===== config.mk =====
export PLATFORM = sky130hd
export DESIGN_NAME = dlfloat16_normalize
export DESIGN_NICKNAME = d
export VERILOG_FILES = /design/src/rtl/dlfloat16_pkg.sv /design/src/rtl/dlfloat16_grs_pack.sv /design/src/rtl/dlfloat16_normalize.sv
export SDC_FILE = /design/constraint.sdc
export NUM_CORES = 1
export LEC_CHECK = 0
export CAP_MARGIN = 20
export CORE_AREA = 4 4 85 87
export CTS_BUF_LIST = sky130_fd_sc_hd__clkbuf_2
export DETAILED_ROUTE_END_ITERATION = 10
export DIE_AREA = 0 0 89 91
export PLACE_DENSITY_LB_ADDON = 0.08
export SKIP_CTS_REPAIR_TIMING = 1
export SLEW_MARGIN = 25
export SYNTH_ARGS = -nofsm -noshare
export SYNTH_HDL_FRONTEND = slang
export SYNTH_SLANG_ARGS = --single-unit

===== constraint.sdc =====
create_clock -name clk -period 2.7 [get_ports clk]
set_input_delay 0.54 -clock clk [delete_from_list [all_inputs] [get_ports clk]]
set_output_delay 0.54 -clock clk [all_outputs]
set_load 0.005 [all_outputs]

===== src/rtl/dlfloat16_pkg.sv =====
// DLFloat16 shared definitions: format constants, FSM states and the pre-round word layout.
package dlfloat16_pkg;

   localparam int DLF16_BIAS    = 31;
   localparam int DLF16_EXP_W   = 6;
   localparam int DLF16_MAN_W   = 9;
   localparam int DLF16_EXP_MAX = 63;
   localparam logic [DLF16_MAN_W-1:0] DLF16_MAN_MAX = 9'h1FE;

   localparam int PR_SIGN   = 19;
   localparam int PR_EXP_HI = 18;
   localparam int PR_EXP_LO = 13;
   localparam int PR_MAN_HI = 12;
   localparam int PR_MAN_LO = 4;
   localparam int PR_G      = 3;
   localparam int PR_R      = 2;
   localparam int PR_S1     = 1;
   localparam int PR_S2     = 0;

   typedef enum logic [1:0] {IDLE, NORM, OUT} norm_state_e;

   // Field order matches the PR_* bit positions above.
   typedef struct packed {
      logic                   sign;
      logic [DLF16_EXP_W-1:0] exp;
      logic [DLF16_MAN_W-1:0] man;
      logic                   g;
      logic                   r;
      logic                   s1;
      logic                   s2;
   } preround_t;

   typedef struct packed {
      logic ovf;
      logic unf;
      logic zero;
   } norm_flags_t;

endpackage


===== src/rtl/dlfloat16_grs_pack.sv =====
// Packs a normalised magnitude into the 20-bit DLFloat16 pre-round word,
// saturating on exponent overflow and flushing to signed zero on underflow.
module dlfloat16_grs_pack
   import dlfloat16_pkg::*;
#(
   parameter int MW = 24,
   parameter int EW = 8
) (
   input  logic [MW-1:0]        m_i,
   input  logic signed [EW+1:0] e_i,
   input  logic                 st_i,
   input  logic                 sign_i,
   output preround_t            word_o,
   output norm_flags_t          flags_o
);

   localparam logic signed [EW+1:0] EMAX = (EW+2)'(DLF16_EXP_MAX);

   logic s2;

   generate
      if (MW > 15) begin : g_s2_tail
         assign s2 = (|m_i[MW-15:0]) | st_i;
      end else begin : g_s2_st
         assign s2 = st_i;
      end
   endgenerate

   always_comb begin
      word_o      = '0;
      flags_o     = '0;
      word_o.sign = sign_i;
      if (m_i == '0) begin
         flags_o.zero = 1'b1;
      end else if (e_i > EMAX) begin
         flags_o.ovf = 1'b1;
         word_o.exp  = DLF16_EXP_W'(DLF16_EXP_MAX);
         word_o.man  = DLF16_MAN_MAX;
      end else if (e_i[EW+1]) begin
         flags_o.unf = 1'b1;
      end else begin
         word_o.exp = e_i[DLF16_EXP_W-1:0];
         word_o.man = m_i[MW-3 -: DLF16_MAN_W];
         word_o.g   = m_i[MW-12];
         word_o.r   = m_i[MW-13];
         word_o.s1  = m_i[MW-14];
         word_o.s2  = s2;
      end
   end

endmodule


===== src/rtl/dlfloat16_normalize.sv =====
// Multi-cycle leading-zero normaliser feeding the DLFloat16 rounding stage.
// Define DLF16_NORM_FLAGS_EN to add the registered {ovf,unf,zero} out_flags port.
module dlfloat16_normalize
   import dlfloat16_pkg::*;
#(
   parameter int MW         = 24,
   parameter int EW         = 8,
   parameter int SHIFT_STEP = 4
) (
   input  logic          clk,
   input  logic          rst_n,
   input  logic          in_valid,
   output logic          in_ready,
   input  logic          in_sign,
   input  logic [EW-1:0] in_exp,
   input  logic [MW-1:0] in_mant,
   output logic          out_valid,
   input  logic          out_ready,
   output logic [31:0]   out_data
`ifdef DLF16_NORM_FLAGS_EN
  ,output logic [2:0]    out_flags
`endif
);

   localparam int EXW = EW + 2;

   norm_state_e     state_q, state_d;
   logic [MW-1:0]   m_q, m_d;
   logic [EXW-1:0]  e_q, e_d;
   logic            st_q, st_d;
   logic            sign_q, sign_d;
   logic [31:0]     data_q, data_d;

   logic [MW-1:0]   pk_m;
   logic [EXW-1:0]  pk_e;
   logic            pk_st;
   preround_t       pk_word;
   norm_flags_t     pk_flags;

   // An overflowed magnitude is right-shifted into the packer in the same cycle.
   always_comb begin
      pk_m  = m_q;
      pk_e  = e_q;
      pk_st = st_q;
      if (m_q[MW-1]) begin
         pk_m  = m_q >> 1;
         pk_e  = e_q + EXW'(1);
         pk_st = st_q | m_q[0];
      end
   end

   dlfloat16_grs_pack #(.MW(MW), .EW(EW)) u_pack (
      .m_i     (pk_m),
      .e_i     (pk_e),
      .st_i    (pk_st),
      .sign_i  (sign_q),
      .word_o  (pk_word),
      .flags_o (pk_flags)
   );

   always_comb begin
      state_d = state_q;
      m_d     = m_q;
      e_d     = e_q;
      st_d    = st_q;
      sign_d  = sign_q;
      data_d  = data_q;
      case (state_q)
         IDLE: begin
            if (in_valid) begin
               m_d     = in_mant;
               e_d     = {{2{in_exp[EW-1]}}, in_exp};
               st_d    = 1'b0;
               sign_d  = in_sign;
               state_d = NORM;
            end
         end
         NORM: begin
            if (m_q == '0 || m_q[MW-1] || m_q[MW-2]) begin
               data_d  = {12'h000, pk_word};
               state_d = OUT;
            end else if (m_q[MW-2 -: SHIFT_STEP] == '0) begin
               m_d = m_q << SHIFT_STEP;
               e_d = e_q - EXW'(SHIFT_STEP);
            end else begin
               m_d = m_q << 1;
               e_d = e_q - EXW'(1);
            end
         end
         OUT: begin
            if (out_ready) state_d = IDLE;
         end
         default: state_d = IDLE;
      endcase
   end

   always_ff @(posedge clk or negedge rst_n) begin
      if (!rst_n) begin
         state_q <= IDLE;
         m_q     <= '0;
         e_q     <= '0;
         st_q    <= 1'b0;
         sign_q  <= 1'b0;
         data_q  <= '0;
      end else begin
         state_q <= state_d;
         m_q     <= m_d;
         e_q     <= e_d;
         st_q    <= st_d;
         sign_q  <= sign_d;
         data_q  <= data_d;
      end
   end

   assign in_ready  = (state_q == IDLE);
   assign out_valid = (state_q == OUT);
   assign out_data  = data_q;

`ifdef DLF16_NORM_FLAGS_EN
   norm_flags_t flags_q;

   always_ff @(posedge clk or negedge rst_n) begin
      if (!rst_n)                                                   flags_q <= '0;
      else if (state_q == NORM && (m_q == '0 || m_q[MW-1] || m_q[MW-2])) flags_q <= pk_flags;
   end

   assign out_flags = flags_q;
`else
   logic unused_flags;
   assign unused_flags = ^pk_flags;
`endif

endmodule


==> results.md, run 1 <==
* Clock tree from TritonCTS: yes
* Switching power as a share of total power at between 40% and 50%
* Synth warn at 0
* Vert. Die Dim at 91 um
* Detailed placement HPWL at slightly below 6000 um
* Number of ports placed on the die boundary at 71
* Capturing element type of the critical path: register
* RSZ-0062 raised after global routing: false
* Cell Count Post-Placement at 482
* Slowest CP cell: sky130_fd_sc_hd__mux2_1
* Proportion of synthesized area in mux cells at 10.2%
* Via count of the first global-routing pass at 2,857
* Critical path launch point type: register
* Total standard cell area after synthesis at 0.00338 sq mm
* Signed area change from the synthesized netlist to the final layout at 21.4%
* Finish-stage setup viols at 0
* Count of flip-flops with a built-in enable after synthesis at 0
* Required @ worst endpoint at 3.11 ns
* Transition time at the pin with the least slew margin at 0.871 ns
* Distinct cell type count after synthesis at 49
* Area contributors post-synth: sky130_fd_sc_hd__dfrtp_1, sky130_fd_sc_hd__nand2_1, sky130_fd_sc_hd__mux2_1, sky130_fd_sc_hd__a31oi_1, sky130_fd_sc_hd__a22o_1
* Clock share of power at 13.8%
* Adder-cell area share of the yosys netlist at ~1.5%
* Internal power component at 0.00262 W
* Die span in x at 89 um
* Synth Area in XOR/XNOR at 1.56%
* Total clock sinks at 57
* Wire length of the first global-routing pass at 13,800 um
* Cell at the root of the clock tree: sky130_fd_sc_hd__clkbuf_2
* Antenna fix cells at 0
* Synthesized area divided by synthesized cell count at 9.26 sq um
* Setup total negative slack at 0 ns
* Remaining antenna violation count after routing at 0
* Overall fraction of global-route tracks in use at 21.6%
* Slew margin rel. at 41.9%
* Post-detailed-route DRC marker count at 0
* Worst Path Class, Setup: register to register
* Combinational group share of total power at 47.6%
* Worst setup path startpoint: m_q[0]
* Source of the worst register-to-register timing path: m_q[0]
* Initial Util at 53.2%
* Fraction of synthesized cell area taken by the top area cell type at 42.2%
* Sequential share of the synthesized area at a little over two fifths
* Clock skew at 0.0226 ns
* DRC violation total after the first TritonRoute iteration at 200
* Hold violation count in the final report at 0
* Max FO, Critical Path at 20
* Simple-gate area share of the yosys netlist at 19.4%
* Ratio of final minimum period to clock period at 85.8%
* Commonest register cell after synthesis: sky130_fd_sc_hd__dfrtp_1
* Maximum level of the CTS H-tree at 3
* Largest net degree at the start of global routing at 45
* P_leak at 1.73 nW
* Max-capacitance violation count at 0
* Wire length per cell at ~17 um
* Number of clock buffers inserted by TritonCTS at 9
* Layout Cells excl Fill at 498
* Last weighted congestion value of the routability-driven placer at 0.875
* Die Area at 0.00810 sq mm
* Vias per cell at 5.93
* DRT Pass-1 Iters at 4
* Core Area at 0.00635 sq mm
* Initial antenna violation count at 0
* Filler cells at 530
* IR Drop Worst-Case VDD at 577 uV
* Row count at 29
* Status: complete, no violations
* Area fraction in compound gates after synthesis at 18.2%
* Total vias in the final route at 2,953
* Clock transition time at the flip-flop clock pins of the worst setup and hold paths at between 0.15 and 0.2 ns
* Total wire length after detailed routing at 8480 um
* Net count of the finished layout at 457
* Asr flop ratio synth at 100%
* Largest family of logic cells by synthesized area: simple AND/OR/NAND/NOR gates
* Maximum clock rate at 432 MHz
* Remaining Overflow, GRT at 0
* Net Sw Power at roughly 0.0019 W
* PD cells at 1110 mW/mm^2
* Critical Path, Cell by Cell: nor4_1, nand3_1, o21ai_1, nand2_1, mux2_1
* Share of final-layout standard cells stronger than drive strength 1 at 8.08%
* Number of instances in the synthesized netlist at 365
* Final-report max-slew violation count at 0
* Port Buffers at 58
* Final min period at 2.32 ns
* #FFs+latches synth at 57
* Slowest cell delay on critical path at 0.46 ns
* Type of the tightest min-delay check: primary input to async pin
* Crit path DAT at 2.72 ns
* Insertion delay of the later-clocked pin in the worst-skew pair at 0.49 ns
* Combined buffer and inverter count along the critical path at 0
* Max Buffers Root-to-Sink at 2
* Top cell type by total area after synthesis: sky130_fd_sc_hd__dfrtp_1
* Seq pwr share at 38.6%
* Category of cells accounting for the largest share of critical-path delay: simple AND/OR/NAND/NOR gates
## placed cells by master, fill, tap and decap left out, drive strengths merged, types with 8 or more instances in the layout
master and count:
nand2 68, a22o 14, mux2 20, dfrtp 57, clkbuf 9, nor3 9
nor4 8, buf 11, nor2 29, o21ai 11, nand3 9, mux2i 12
clkdlybuf4s50 57, a31oi 23, conb 12
## per-stage QoR
stage	worst slack [ns]	util, %	area (sq um)	hold slack, ns	power [W]
after floorplan	0.802	-	3420	0.244	0.00318
after CTS	0.408	64.6	4100	0.0148	0.00456
final	0.384	64.6	4100	0.0191	0.00456
after global placement	0.462	62.6	3970	0.469	0.00386
after detailed placement	0.432	62.6	3970	0.472	0.00392
after global routing	0.224	64.6	4100	0.0382	0.00489
## Yosys cell counts (all sizes together) (2+ instances only)
cell and n:
nor4 8, mux2 20, o211a 3, a31oi 23, a211oi 2, and2 2, nor2 29, buf 24
o2bb2a 2, or3 5, nand3 9, dfrtp 57, xnor2 6, o21ai 11, a22o 14, nand4 3
o211ai 4, ha 4, a21oi 6, clkbuf 15, mux2i 12, or4 2, nand2b 2, inv 5
nor3 9, o21a 2, o2bb2ai 4, nand2 68
## kinds of logic (layout without fill, tap and decap cells)
group | Yosys count | in the layout
AOI/OAI and AO/OA | 81 | 81
buffers and inverters | 44 | 89
adders and majority gates | 4 | 4
and+or+nand+nor | 140 | 140
other | 1 | 12
xor gates and xnor gates | 6 | 6
muxes | 32 | 32
DFF | 57 | 57
## power groups by stage
| stage | registers (W) | clock network [W] | logic, W |
|---|---|---|---|
| 5_1_grt | 0.00181 | 0.000672 | 0.00240 |
| 6_report | 0.00176 | 0.000629 | 0.00217 |
| 3_3_place_gp | 0.00174 | 0 | 0.00212 |
| 4_1_cts | 0.00175 | 0.000641 | 0.00217 |
| 3_5_place_dp | 0.00177 | 0 | 0.00215 |
| 2_1_floorplan | 0.00157 | 0 | 0.00161 |
## worst paths after layout
| path | endpoint | slack (ns) | cells past startpoint |
|---|---|---|---|
| setup / recovery | out_data[19] | 0.38 | 5 |
| hold / removal | sign_q | 0.02 | 1 |
| setup reg to reg | out_data[19] | 0.38 | 5 |
| hold reg to reg | sign_q | 0.50 | 2 |
| max in group asynchronous | out_data[9] | 2.08 | 2 |
| min in group clk | sign_q | 0.50 | 2 |
## final cells by class
cell class / instances / area, sq um / area share (%)
sequential: 57 / 1430 / 34.8
inverter: 5 / 18.8 / 0.457
clock inverter: 7 / 85.1 / 2.07
clock buffer: 9 / 45.0 / 1.10
multi-input combinational: 275 / 1770 / 43.1
tap: 77 / 96.3 / 2.35
timing repair buffer: 68 / 663 / 16.2
## sequential cells by signal (all words and copies together) (netlist names)
name / count
m_q: 24
out_data: 20
state_q: 2
sign_q: 1
e_q: 10
## metal layers
metal	share of wire (%)	wire length, um	track usage, %	up-vias
met1	45	3850	30.7	1439
met5	0	0	0	-
met4	1.8	156	8.68	0
li1	-	-	-	1392
met2	46	3920	32.4	105
met3	6.4	547	3.89	17
Note: power is estimated with default switching activity, not from simulation.
==> run 2: changes to the inputs <==
CORE_AREA = 4 4 84 86   (was 4 4 85 87)
DIE_AREA = 0 0 88 90   (was 0 0 89 91)
DONT_BUFFER_PORTS = 1   (was unset)
==> run 2 against run 1 <==
  * Core utilization is 8.0 points lower
  * Via count is 11% lower
  * Clock power is 2% lower
  * Die area is 2.2% lower
  * Combinational power is 15% lower
  * Critical path depth stayed put
  * First-iteration DRC count is 35% lower
  * Clock-buffer cell count stayed put
  * Non-clock buffer count is 56 lower
  * Largest power group unchanged
==> results.md, run 2 (synthesis results as in run 1) <==
* Status: complete, no violations
* DRC violation total after the first TritonRoute iteration at 131 (-35%)
* Wire length of the first global-routing pass at 12,900 um (-6.6%)
* Number of ports placed on the die boundary at 71 (unchanged)
* Total wire length after detailed routing at 7780 um (-8.2%)
* Combinational group share of total power at 43.4% (-4.2 points)
* Required @ worst endpoint at 3.05 ns (-0.06 ns)
* Cell at the root of the clock tree: sky130_fd_sc_hd__clkbuf_2
* Number of clock buffers inserted by TritonCTS at 9 (unchanged)
* Seq pwr share at 42.0% (+3.4 points)
* Filler cells at 591 (+12%)
* Transition time at the pin with the least slew margin at 0.725 ns (-0.146 ns)
* Hold violation count in the final report at 0 (unchanged)
* Finish-stage setup viols at 0 (unchanged)
* IR Drop Worst-Case VDD at 649 uV (+13%)
* Initial antenna violation count at 1 (+1)
* Clock skew at 0.0357 ns (+0.0131 ns)
* PD cells at 1190 mW/mm^2 (+7.6%)
* Clock tree from TritonCTS: yes
* Max-capacitance violation count at 0 (unchanged)
* Post-route total power at 0.00424 W (-6.8%)
* Net count of the finished layout at 401 (-12%)
* Port Buffers at 0 (-100%)
* Crit path DAT at 2.65 ns (-0.07 ns)
* Initial Util at 53.8% (+0.62 points)
* Maximum clock rate at 435 MHz (+0.68%)
* Vert. Die Dim at 90 um (-1.1%)
* Ratio of final minimum period to clock period at 85.2% (-0.58 points)
* Vias per cell at 5.92 (-0.23%)
* Remaining antenna violation count after routing at 0 (unchanged)
* Largest net degree at the start of global routing at 58 (+29%)
* Clock share of power at 14.6% (+0.8 points)
* Type of the tightest min-delay check: primary input to register
* Signed area change from the synthesized netlist to the final layout at 5.15%
* Net Sw Power at 0.00185 W (-4.3%)
* P_leak at 1.52 nW (-12%)
* Multi-input gate area in the final layout at 0.00177 sq mm (unchanged)
* Largest register FFs at 24 (unchanged)
* Overall fraction of global-route tracks in use at 20.6% (-0.94 points)
* Total clock sinks at 57 (unchanged)
* Capturing element type of the critical path: register
* Antenna fix cells at 0 (unchanged)
* Reg area at 0.00143 sq mm (unchanged)
* Setup total negative slack at 0 ns (unchanged)
* Slew margin rel. at 51.7% (+9.7 points)
* Max FO, Critical Path at 16 (-20%)
* Worst Path Class, Setup: register to register
* Final-report max-slew violation count at 0 (unchanged)
* RSZ-0062 raised after global routing: false
* Switching power as a share of total power at 43.7% (+1.2 points)
* Detailed placement HPWL at 5410 um (-8.8%)
* Row count at 29 (unchanged)
* Most common cell after layout, fill and taps aside: sky130_fd_sc_hd__nand2_1
* Clock transition time at the flip-flop clock pins of the worst setup and hold paths at 0.16 ns (about the same)
* Via count of the first global-routing pass at 2,523 (-12%)
* Leading cell types in the layout, fill and taps excluded: sky130_fd_sc_hd__nand2_1, sky130_fd_sc_hd__dfrtp_1, sky130_fd_sc_hd__nor2_1, sky130_fd_sc_hd__a31oi_1, sky130_fd_sc_hd__mux2_1
* Die Area at 0.00792 sq mm (-2.2%)
* Share of final-layout standard cells stronger than drive strength 1 at 9.32% (+1.2 points)
* Final min period at 2.30 ns (-0.0157 ns)
* Remaining Overflow, GRT at 0 (unchanged)
* Die span in x at 88 um (-1.1%)
* Core Area at 0.00628 sq mm (-1.1%)
* DRT Pass-1 Iters at 5 (+1)
* Critical path launch point type: register
* Top register by number of flip-flops: m_q
* Internal power component at 0.00239 W (-8.7%)
* Post-Route Utilization at 56.6% (-8.0 points)
* Maximum level of the CTS H-tree at 3 (unchanged)
* Total vias in the final route at 2,615 (-11%)
* Max Buffers Root-to-Sink at 2 (unchanged)
* Last weighted congestion value of the routability-driven placer at 0.795 (-9.1%)
* Post-detailed-route DRC marker count at 0 (unchanged)
* Wire length per cell at 17.6 um (+3.4%)
* Insertion delay of the later-clocked pin in the worst-skew pair at 0.48 ns (about the same)
-- run 2: worst max-delay path, cell delays in order (launching register included) --
cell and delay [ns]:
sky130_fd_sc_hd__dfrtp_1 0.56, sky130_fd_sc_hd__nand4_2 0.24, sky130_fd_sc_hd__or3_1 0.43, sky130_fd_sc_hd__o211ai_2 0.56, sky130_fd_sc_hd__o211ai_1 0.19, sky130_fd_sc_hd__a22o_1 0.21
-- run 2: area by class of cell --
type,instances,area share [%]
Clock buffer,9,1.27
Clock inverter,7,2.40
Inverter,5,0.528
Multi-Input combinational cell,275,49.8
Sequential cell,57,40.2
Tap cell,77,2.71
Timing Repair Buffer,12,3.17
-- run 2: per-layer routing --
| metal | GRT usage, % | wire, um |
|---|---|---|
| met1 | 29.3 | 3740 |
| met2 | 30.2 | 3520 |
| met4 | 6.91 | 93 |
| met3 | 5.48 | 410 |
| met5 | 0 | 19 |
-- run 2: stage by stage --
step	cell area (sq um)	hold slack [ns]	instances	setup WS [ns]
after floorplan	3420	0.244	376	0.802
after global placement	3380	0.246	424	0.462
after detailed placement	3380	0.246	424	0.406
after CTS	3510	-0.315	440	0.377
after global routing	3550	0.111	442	0.152
final	3550	0.184	442	0.400
-- run 2: final timing paths --
kind                       startpoint            to  slack, ns  cells past startpoint
max in group asynchronous       rst_n        e_q[0]       1.84                      2
hold reg to reg                sign_q        sign_q       0.49                      2
min in group asynchronous       rst_n       m_q[16]       0.58                      2
hold / removal              out_ready    state_q[1]       0.18                      1
setup / recovery              m_q[23]  out_data[14]       0.40                      5
setup reg to reg              m_q[23]  out_data[14]       0.40                      5
-- run 2: power groups by stage --
stage	clock (W)	combinational, W	sequential [W]
floorplan	0	0.00161	0.00157
global placement	0	0.00180	0.00179
detailed placement	0	0.00182	0.00179
CTS	0.000632	0.00183	0.00177
global route	0.000675	0.00208	0.00185
finish	0.000619	0.00184	0.00178
